<file path="config.mk">
export PLATFORM = sky130hd
export DESIGN_NAME = ysyx_25060170_mem_arb
export DESIGN_NICKNAME = d
export VERILOG_FILES = /design/src/rtl/ysyx_25060170_mem_arb.sv
export SDC_FILE = /design/constraint.sdc
export NUM_CORES = 1
export LEC_CHECK = 0
export ABC_AREA = 0
export BUFFER_PORTS_ARGS = -buffer_cell sky130_fd_sc_hd__buf_4
export CAP_MARGIN = 20
export CORE_AREA = 4 4 173 175
export CTS_CLUSTER_SIZE = 24
export DETAILED_ROUTE_END_ITERATION = 12
export DIE_AREA = 0 0 177 179
export PLACE_DENSITY_LB_ADDON = 0.05
export SYNTH_ARGS = -nofsm -noshare
export SYNTH_HDL_FRONTEND = slang
export SYNTH_SLANG_ARGS = --single-unit
</file>
<file path="constraint.sdc">
create_clock -name clk -period 2.55 [get_ports clk]
set_input_delay 0.255 -clock clk [delete_from_list [all_inputs] [get_ports clk]]
set_output_delay 0.255 -clock clk [all_outputs]
set_load 0.05 [all_outputs]
</file>
<file path="src/rtl/ysyx_25060170_mem_arb.sv">
// ysyx_25060170_mem_arb
// Two-to-one arbiter placing the IFU and the LSU on one data-memory port.
// Only one transaction is outstanding at a time. The request fields are
// captured in the grant cycle and held on mem_* until memory accepts them.
// When both requesters ask at once, the winner alternates so neither can
// starve the other. An IFU fetch that is flushed while in flight still
// completes downstream, but its data is never handed back to the IFU.

module ysyx_25060170_mem_arb #(
    parameter int ADDR_W = 32,
    parameter int DATA_W = 64
) (
    input  logic                  clk,
    input  logic                  rst,

    input  logic                  ifu_req,
    input  logic [ADDR_W-1:0]     ifu_addr,
    input  logic                  ifu_flush,
    output logic                  ifu_gnt,
    output logic                  ifu_rvalid,
    output logic [DATA_W-1:0]     ifu_rdata,

    input  logic                  lsu_req,
    input  logic                  lsu_we,
    input  logic [ADDR_W-1:0]     lsu_addr,
    input  logic [DATA_W-1:0]     lsu_wdata,
    input  logic [DATA_W/8-1:0]   lsu_wstrb,
    output logic                  lsu_gnt,
    output logic                  lsu_rvalid,
    output logic [DATA_W-1:0]     lsu_rdata,

    output logic                  mem_req,
    output logic                  mem_we,
    output logic [ADDR_W-1:0]     mem_addr,
    output logic [DATA_W-1:0]     mem_wdata,
    output logic [DATA_W/8-1:0]   mem_wstrb,
    input  logic                  mem_ready,
    input  logic                  mem_rvalid,
    input  logic [DATA_W-1:0]     mem_rdata
);

    typedef enum logic [1:0] {
        IDLE = 2'd0,
        REQ  = 2'd1,
        WAIT = 2'd2
    } state_t;

    state_t state;
    logic   owner_lsu;
    logic   last_lsu;
    logic   drop;
    logic   grant_ifu;
    logic   grant_lsu;

    // Pick a winner while idle; a flushing IFU is never granted, and reset forces both grants low.
    always_comb begin
        grant_ifu = 1'b0;
        grant_lsu = 1'b0;
        if (state == IDLE && rst) begin
            if (lsu_req && ifu_req && !ifu_flush) begin
                grant_ifu = last_lsu;
                grant_lsu = !last_lsu;
            end else if (lsu_req) begin
                grant_lsu = 1'b1;
            end else if (ifu_req && !ifu_flush) begin
                grant_ifu = 1'b1;
            end
        end
    end

    assign ifu_gnt = grant_ifu;
    assign lsu_gnt = grant_lsu;

    // Transaction FSM: capture on grant, present until accepted, then return the response to its owner.
    always_ff @(posedge clk or negedge rst) begin
        if (!rst) begin
            state      <= IDLE;
            owner_lsu  <= 1'b0;
            last_lsu   <= 1'b0;
            drop       <= 1'b0;
            mem_req    <= 1'b0;
            mem_we     <= 1'b0;
            mem_addr   <= '0;
            mem_wdata  <= '0;
            mem_wstrb  <= '0;
            ifu_rvalid <= 1'b0;
            ifu_rdata  <= '0;
            lsu_rvalid <= 1'b0;
            lsu_rdata  <= '0;
        end else begin
            ifu_rvalid <= 1'b0;
            lsu_rvalid <= 1'b0;
            case (state)
                IDLE: begin
                    drop <= 1'b0;
                    if (grant_lsu) begin
                        mem_req   <= 1'b1;
                        mem_we    <= lsu_we;
                        mem_addr  <= lsu_addr;
                        mem_wdata <= lsu_wdata;
                        mem_wstrb <= lsu_we ? lsu_wstrb : '0;
                        owner_lsu <= 1'b1;
                        last_lsu  <= 1'b1;
                        state     <= REQ;
                    end else if (grant_ifu) begin
                        mem_req   <= 1'b1;
                        mem_we    <= 1'b0;
                        mem_addr  <= ifu_addr;
                        mem_wdata <= '0;
                        mem_wstrb <= '0;
                        owner_lsu <= 1'b0;
                        last_lsu  <= 1'b0;
                        state     <= REQ;
                    end
                end
                REQ: begin
                    if (!owner_lsu && ifu_flush) begin
                        drop <= 1'b1;
                    end
                    if (mem_ready) begin
                        mem_req <= 1'b0;
                        state   <= WAIT;
                    end
                end
                WAIT: begin
                    if (!owner_lsu && ifu_flush) begin
                        drop <= 1'b1;
                    end
                    if (mem_rvalid) begin
                        if (owner_lsu) begin
                            lsu_rvalid <= 1'b1;
                            lsu_rdata  <= mem_we ? '0 : mem_rdata;
                        end else if (!drop && !ifu_flush) begin
                            ifu_rvalid <= 1'b1;
                            ifu_rdata  <= mem_rdata;
                        end
                        drop  <= 1'b0;
                        state <= IDLE;
                    end
                end
                default: begin
                    state <= IDLE;
                end
            endcase
        end
    end

endmodule

</file>
**After elaboration in Yosys (flattened, before gate mapping)**

Index checks and enable logic that the tools add are counted.

- RAM bits: 0
- Flip-flop bits (word level): 240
- Word-level logic and storage cells: 73
- Output and inout bits: 238
- Latch bits: 0
- ROM bits: 0
- Memories: 0

- Reduce and logical (&&, ||, !) cells: 18
- Add/subtract/negate cells: 0
- Shift operators: 0
- Div/mod/pow operators: 0
- Equality and inequality tests: 5
- Multiplexer cells: 37
- Multipliers: 0
- $lt $le $gt $ge: 0
- Bitwise logic cells: 1

Operator list:

| cell | number |
|---|---|
| 64-bit 2-to-1 mux | 3 |
| 32-bit 2-to-1 mux | 2 |
| 8-bit 2-to-1 mux | 3 |
| 1-bit 2-to-1 mux | 22 |
| 3-bit AND reduction | 3 |
| 2-bit 2-to-1 mux | 4 |
| 1-bit logical AND | 6 |
| 2-bit case mux with 3 select lines | 1 |
| 2-bit != test (second input constant) | 2 |
| 4-bit AND reduction | 1 |
| 2-bit nonzero test | 2 |
| 1-bit zero test | 3 |
| 3-bit != test (second input constant) | 1 |
| 1-bit case mux with 3 select lines | 1 |
| 3-bit nonzero test | 1 |
| 2-bit by 1-bit == test with 1-bit output (second input constant) | 1 |
| 2-bit == test (second input constant) | 1 |
| 2-bit zero test | 1 |
| 1-bit case mux with 2 select lines | 1 |
| 2-bit AND reduction | 1 |
| 1-bit NOT | 1 |

**Logic depth before layout (Yosys ltp)**

Gate-level depths: netlist of run 1.

- Depth after elaboration: 9
- Mapped depth: 8

**Worst setup path after synthesis of run 1**

Ideal clock, no wire load.

- Path kind: flip-flop to output port
- Start: register state[0]
- End: output port ifu_gnt
- Buffers on the path: 0
- Arrival time: 1.939 ns
- Path slack: 0.356 ns
- Required time: 2.295 ns
- Cell stages (with the launch flop): 5
- Cell sequence: dfrtp_1 > inv_1 > ha_1 > nand2_1 > nor3_1

- Cells in the longest elaborated chain, start to end: 3

Ends and longest elaborated chain:

| element | line | text |
|---|---|---|
| start: declaration | 48 | `state_t state;` |
| start signal: assignment | 77 | `state <= IDLE;` |
| start signal: assignment | 104 | `state <= REQ;` |
| start signal: assignment | 113 | `state <= REQ;` |
| 2-bit zero test | 59 | `if (state == IDLE && rst) begin` |
| 1-bit logical AND | 59 |  |
| 1-bit 2-to-1 mux | 59 |  |
| end: declaration | 19 | `output logic ifu_gnt,` |

No other way between the ends.

**Worst setup path in the final report of run 1**

- Start: register state[1]
- End: register mem_addr[27]

- Cells in the longest elaborated chain, start to end: 5

Ends and longest elaborated chain:

| element | line | text |
|---|---|---|
| 2-bit zero test * | 59, 93 |  |
| 1-bit logical AND | 59 |  |
| 1-bit 2-to-1 mux | 59 |  |
| 2-bit nonzero test (no line) | -- |  |
| 2-bit AND reduction (no line) | -- |  |
| end signal: assignment | 99 | `mem_addr <= lsu_addr;` |
| end signal: assignment | 108 | `mem_addr <= ifu_addr;` |
| end: declaration | 34 | `output logic [ADDR_W-1:0] mem_addr,` |

Every way passes the cells marked *; elsewhere a longest branch is shown, timed or not.
A chain may end at the register's enable or synchronous reset.

==> summary.txt, run 1 <==
Global routing
  – GRT Total Usage: around a fifth
  – Grt ovf: 0
  – Largest net degree at the start of global routing: 147
  – Initial antenna violation count: 1
  – Vias in the first global route: approximately 9,000
  – First-pass GRT wire length: 50,880 um

STA
  – Fin. Hold Viols: 0
  – Minimum clock period: 2.317 ns
  – Unrepaired setup endpoints after global routing: false
  – Final setup violation count: 0
  – Max Transition Viols Final: 0
  – Worst slew pin tran: 0.8852 ns
  – FMAX: 0.4316 GHz
  – Hold_ws: about 0.035 ns
  – Relative slew margins: 40.98%
  – Setup TNS: 0 ns
  – Tcrit/Tclk final: 90.87%
  – Worst setup margin: 0.2328 ns
  – Setup Skew: approximately 0.012 ns

Layout
  – Footprint of the multi-input gates: 3167 sq um
  – Area grow syn2layout: 72.01%
  – Nets@finish: 1,642
  – Final Core Density: 57.18%
  – # diodes: 0
  – Reg area: 6006 sq um
  – Fillers: 2,405
  – Fraction of layout cells with a size suffix above 1: approximately 40%

Clock tree
  – Num Clock Sinks: 240
  – Post-CTS Repair Setup Buffers: 0
  – CTS H-Tree Depth: 1
  – Bufs on Longest Clock Path: 3
  – Clk_lat worst skew: between 0.5 and 0.6 ns
  – Clk Tree Root Cell: clkbuf_16
  – CTS tree: built
  – Clk pin slew, worst setup/hold paths: 0.06 ns
  – CTS buffer count: 28

Setup path
  – Crit. End Element: flip-flop
  – Worst setup path start: state[1]
  – Crit Reg-Reg Startpoint: state[1]
  – Crit path launch type: flip-flop
  – CP Data Arrival Time: 2.73 ns
  – Worst Path Max Fanout: 39
  – Worst setup path end: mem_addr[27]
  – Reg-to-reg slack, setup: 0.23 ns
  – Setup CP Type: flip-flop to flip-flop
  – FF-to-FF path depth: 7
  – CP required: 2.96 ns
  – R2R Path End: mem_addr[27]

Drt
  – DR WL/cell: 18.06 um
  – Total Wirelength: 33,140 um
  – DRC errors left: 0
  – Via density: 4.610
  – Antenna-violating nets left: 0
  – First-pass iteration count of the detailed router: 5
  – DR vias: approximately 8,500
  – Initial DRC Count: approximately 350

Yosys
  – Largest family of logic cells by synthesized area: compound AO/OA/AOI/OAI gates
  – Adder-cell share of the synthesized area: less than 1%
  – Mapped Cells: 796
  – Compound-Gate Fraction of Synth Area: approximately 14%
  – Yosys warning count: 0
  – Netlist cell types: 30
  – Simple-gate share of the synthesized area: 10.26%
  – Mapped Area: 9464 sq um
  – Post-synthesis sequential area ratio: 63.46%
  – Syn Nets: between 1,000 and 1,500
  – Most used DFF post-synth: dfrtp_1
  – Mux cell area share after synthesis: 7.734%
  – Synth Area in XOR/XNOR: 0%
  – Register bit total from synthesis: 240
  – Fraction of registers with async set/reset: 100.0%
  – Post-synth EDFFs: 0
  – Avg Synthesized Cell Area: 11.89 sq um

Die
  – Site Rows: 62
  – # IOs: 446
  – Die Ht: 179 um
  – Initial Utilization: between 30% and 40%
  – Die width: 177 um
  – Placeable Area: between 20,000 and 30,000 sq um
  – Die area: 31,680 sq um

Place
  – PortBufs: 445
  – Hpwl dp: roughly 23,000 um
  – GP Congestion: 0.7600
  – Post-Place Setup Slack: about 0.50 ns

Pwr
  – IR drop worst, VDD: 0.8867 mV
  – PnR Total Power: approximately 25 mW
  – Pleak: 8.143 nW
  – Cell Pwr Density: approximately 1500 nW/um^2

Hold path
  – Hold Path Class: input port to flip-flop

Run status
  – Outcome: completed

Job
  – Max-cap violations: 0
state kept, by name (all words and copies together), names as in the netlist:
signal,cells
mem_wstrb,8
last_lsu,1
mem_addr,32
ifu_rdata,64
lsu_rvalid,1
ifu_rvalid,1
mem_req,1
drop,1
mem_wdata,64
mem_we,1
state,2
lsu_rdata,64
cell families after synthesis:
| logic type | count (synthesis) |
|---|---|
| DFF | 240 |
| AOI/OAI and AO/OA | 213 |
| and+or+nand+nor | 207 |
| buffers and inverters | 66 |
| muxes | 65 |
| adders and majority gates | 5 |
per-stage QoR:
step	std cells	instance area [sq um]
after global placement	1584	13240
final	1835	16280
after floorplan	796	9464
after CTS	1834	16250
after detailed placement	1585	13260
after global routing	1835	16280
worst max-delay path, cell delays in order (launching register included):
cell and delay (ns):
dfrtp_1 0.40, inv_1 0.12, ha_1 0.26, nand2_1 0.16, a21o_4 0.38, a21oi_1 0.21
a21oi_1 0.09, dlygate4sd3_1 0.56
synthesized netlist by cell type (2+ instances only):
cell	n	area share, %
a32o_1	8	0.85
nand3_1	3	0.16
buf_6	7	0.83
nand2b_1	64	4.2
nor2b_1	2	0.13
nand2_1	99	3.9
nor3_1	2	0.11
dfrtp_1	240	63
ha_1	5	0.66
nor2_1	34	1.3
inv_1	7	0.28
clkbuf_1	31	1.2
o21ai_0	67	3.5
buf_1	3	0.12
mux2_2	60	7.1
a21oi_1	67	3.5
a22o_1	65	6.0
mux2_1	5	0.59
buf_2	16	0.85
metal layers:
| layer | vias up | track usage [%] | part of all wire (%) |
|---|---|---|---|
| met2 | 330 | 34.72 | 50 |
| li1 | 4020 | - | - |
| met4 | 2 | 6.995 | 3.6 |
| met1 | 4036 | 24.58 | 38 |
| met5 | - | 0 | 0.033 |
| met3 | 71 | 5.061 | 7.5 |
final cells by class:
class                   count  area share, %
multi-input cells         490          19.45
inverters                   8         0.1998
clock buffers              40          5.080
well taps                 384          2.951
repair buffers            661          34.27
clock inverters            12          1.153
flip-flops and latches    240          36.89
worst min path at each step:
| stage | from | end | slack [ns] | depth (start not counted) |
|---|---|---|---|---|
| after detailed placement | rst | state[0] | 0.13 | 1 |
| after global routing | ifu_flush | drop | 0.04 | 3 |
| after floorplan | rst | drop | -0.04 | 0 |
| after global placement | rst | state[0] | 0.14 | 1 |
| final | ifu_flush | drop | 0.03 | 3 |
| after CTS | lsu_addr[9] | mem_addr[9] | 0.004 | 3 |
where the power goes:
group | switching, mW | total (mW) | internal (mW)
sequential | 1.11 | 6.76 | 5.65
clock | 1.60 | 4.35 | 2.75
combinational | 9.08 | 13.4 | 4.32
cell usage in the layout, fill, tap and decap left out, types with 8 or more instances in the layout:
master / count
nand2_1: 99
nand2b_1: 64
a22o_1: 65
a32o_1: 8
buf_4: 454
dfrtp_1: 240
clkbuf_16: 30
o21ai_0: 67
mux2_2: 60
nor2_1: 34
a21oi_1: 67
dlygate4sd3_1: 197
what timing repair did:
action | CTS | global route
hold buffers | 197 | 0
gates resized for setup | 0 | 2
setup endpoints to repair | 0 | 4
hold endpoints to repair | 257 | 0
No activity file was read; power rests on OpenSTA's default activity.
==> run 2: changes to the inputs <==
Settings changed: CORE_AREA 4 4 173 175 to 4 4 170 172, DIE_AREA 0 0 177 179 to 0 0 174 176.
Clock period 2.55 ns to 2.4 ns, I/O delays scaled along.
==> summary.txt, run 2 (synthesis gave the netlist of run 1 again) <==
Layout
  – Regs by FF count: ifu_rdata: 64 flops, lsu_rdata: 64 flops, mem_wdata: 64 flops
  – Footprint of the multi-input gates: 3172 sq um
  – Most frequent cells in the layout: 452 x buf_4, 240 x dfrtp_1, 201 x dlygate4sd3_1
  – Fraction of layout cells with a size suffix above 1: 39.41%
  – Area grow syn2layout: 70.24%
  – Reg area: around 6000 sq um
  – Most common cell after layout, fill and taps aside: buf_4
  – Final Core Density: 58.64%
  – Fillers: 2,328
  – Nets@finish: between 1,500 and 2,000

Place
  – Hpwl dp: about 22,000 um
  – PortBufs: 445
  – Post-Place Setup Slack: 0.1836 ns
  – GP Congestion: ~0.78

Run status
  – Outcome: completed

Die
  – # IOs: about 450
  – Site Rows: 61
  – Die width: about 170 um
  – Die area: 30,620 sq um
  – Die Ht: between 150 and 200 um
  – Placeable Area: ~27,000 sq um
  – Initial Utilization: about a third

Drt
  – First-pass iteration count of the detailed router: 4
  – DR vias: 8,456
  – Initial DRC Count: 321
  – Antenna-violating nets left: 0
  – Total Wirelength: 32,790 um
  – Via density: ~4.7
  – DRC errors left: 0
  – DR WL/cell: 18.26 um

Clock tree
  – CTS buffer count: 28
  – Bufs on Longest Clock Path: 3
  – CTS tree: built
  – Clk_lat worst skew: 0.53 ns
  – Clk pin slew, worst setup/hold paths: 0.06 ns
  – Num Clock Sinks: 240
  – CTS H-Tree Depth: 1
  – Post-CTS Repair Setup Buffers: 0
  – Clk Tree Root Cell: clkbuf_16

Setup path
  – Worst Path Max Fanout: 22
  – Crit path largest cell delay: 0.41 ns
  – Critical path buffers and inverters: 3
  – Worst path slowest cell: dfrtp_1
  – Delay-heaviest family, CP: buffers and inverters
  – CP Data Arrival Time: 2.02 ns
  – CP required: approximately 2.2 ns
  – Crit path launch type: flip-flop
  – Crit Reg-Reg Startpoint: state[0]
  – Setup CP Type: flip-flop to output port
  – Ordered list of cells on the worst path: inv_1 -> ha_1 -> nand4_2 -> inv_4 -> buf_4
  – Crit. End Element: output port
  – Worst setup path start: state[0]

Pwr
  – Internal: 12.93 mW
  – Clk pwr share: 16.1%
  – Cell Pwr Density: 1578 nW/um^2
  – P_sw: around 13 mW
  – Pleak: between 8 and 9 nW
  – Comb power frac: 55.8%
  – Seq pwr share: 28.1%
  – IR drop worst, VDD: 0.8446 mV
  – Sw Ratio: 49.17%

STA
  – Final setup violation count: 0
  – Setup Skew: 0.01089 ns
  – Max Transition Viols Final: 0
  – FMAX: around 0.44 GHz
  – Fin. Hold Viols: 0
  – Unrepaired setup endpoints after global routing: false
  – Setup TNS: 0 ns
  – Tcrit/Tclk final: 94.00%
  – Worst setup margin: 0.1441 ns
  – Minimum clock period: 2.256 ns
  – Relative slew margins: about a quarter
  – Hold_ws: 0.02300 ns
  – Worst slew pin tran: 1.130 ns

Global routing
  – Largest net degree at the start of global routing: 195
  – Vias in the first global route: 9,007
  – GRT Total Usage: 20.43%
  – Initial antenna violation count: 1
  – First-pass GRT wire length: 50,560 um
  – Grt ovf: 0

Hold path
  – Hold Path Class: input port to flip-flop
  – Hold Crit Start: ifu_flush

Job
  – Max-cap violations: 0
run 2: layer usage:
layer  track usage (%)  vias to the layer above  share of wire, %  routed length (um)
li1                  -                     4018                 -                   -
met1             24.78                     4052                40               13010
met2             35.32                      321                50               16320
met3             5.375                       65               6.7                2184
met4             7.357                        0               3.9                1277
met5                 0                        -                 0                   0
run 2: what timing repair did:
item	4_1_cts	5_1_grt
hold buffers	201	0
hold endpoints to repair	278	0
resized for setup	0	2
setup endpoints to repair	0	2
run 2: final timing paths:
path,endpoint,slack [ns],depth (start not counted)
setup / recovery,lsu_gnt,0.14,5
hold / removal,drop,0.02,3
setup reg to reg,mem_addr[19],0.39,7
hold reg to reg,lsu_rdata[44],0.48,2
max in group asynchronous,mem_wdata[63],0.85,3
min in group asynchronous,state[0],0.21,2
run 2: per-stage QoR:
stage	cells	area (sq um)	power (mW)
after floorplan	796	9464	16.37
after global placement	1543	13170	21.09
after detailed placement	1543	13170	21.19
after CTS	1794	16080	25.67
after global routing	1796	16110	26.62
final	1796	16110	25.43
run 2: power by group through the flow:
stage | Combinational, mW | Sequential, mW | Clock (mW)
6_report | 14.2 | 7.15 | 4.10
5_1_grt | 14.8 | 7.39 | 4.38
4_1_cts | 14.3 | 7.15 | 4.24
3_5_place_dp | 14.0 | 7.15 | 0
3_3_place_gp | 13.9 | 7.15 | 0
2_1_floorplan | 2.59 | 13.8 | 0
run 2: layout make-up:
class | instances | share of cell area, %
Sequential cell | 240 | 37.28
Clock inverter | 6 | 0.2951
Tap cell | 346 | 2.687
Multi-Input combinational cell | 490 | 19.69
Clock buffer | 44 | 5.281
Timing Repair Buffer | 661 | 34.56
Inverter | 8 | 0.2019
Antenna cell | 1 | 0.01553
run 2: worst min-delay path, cell delays in order:
cell and delay, ns:
buf_4 0.10, a21oi_1 0.06, a21oi_1 0.10
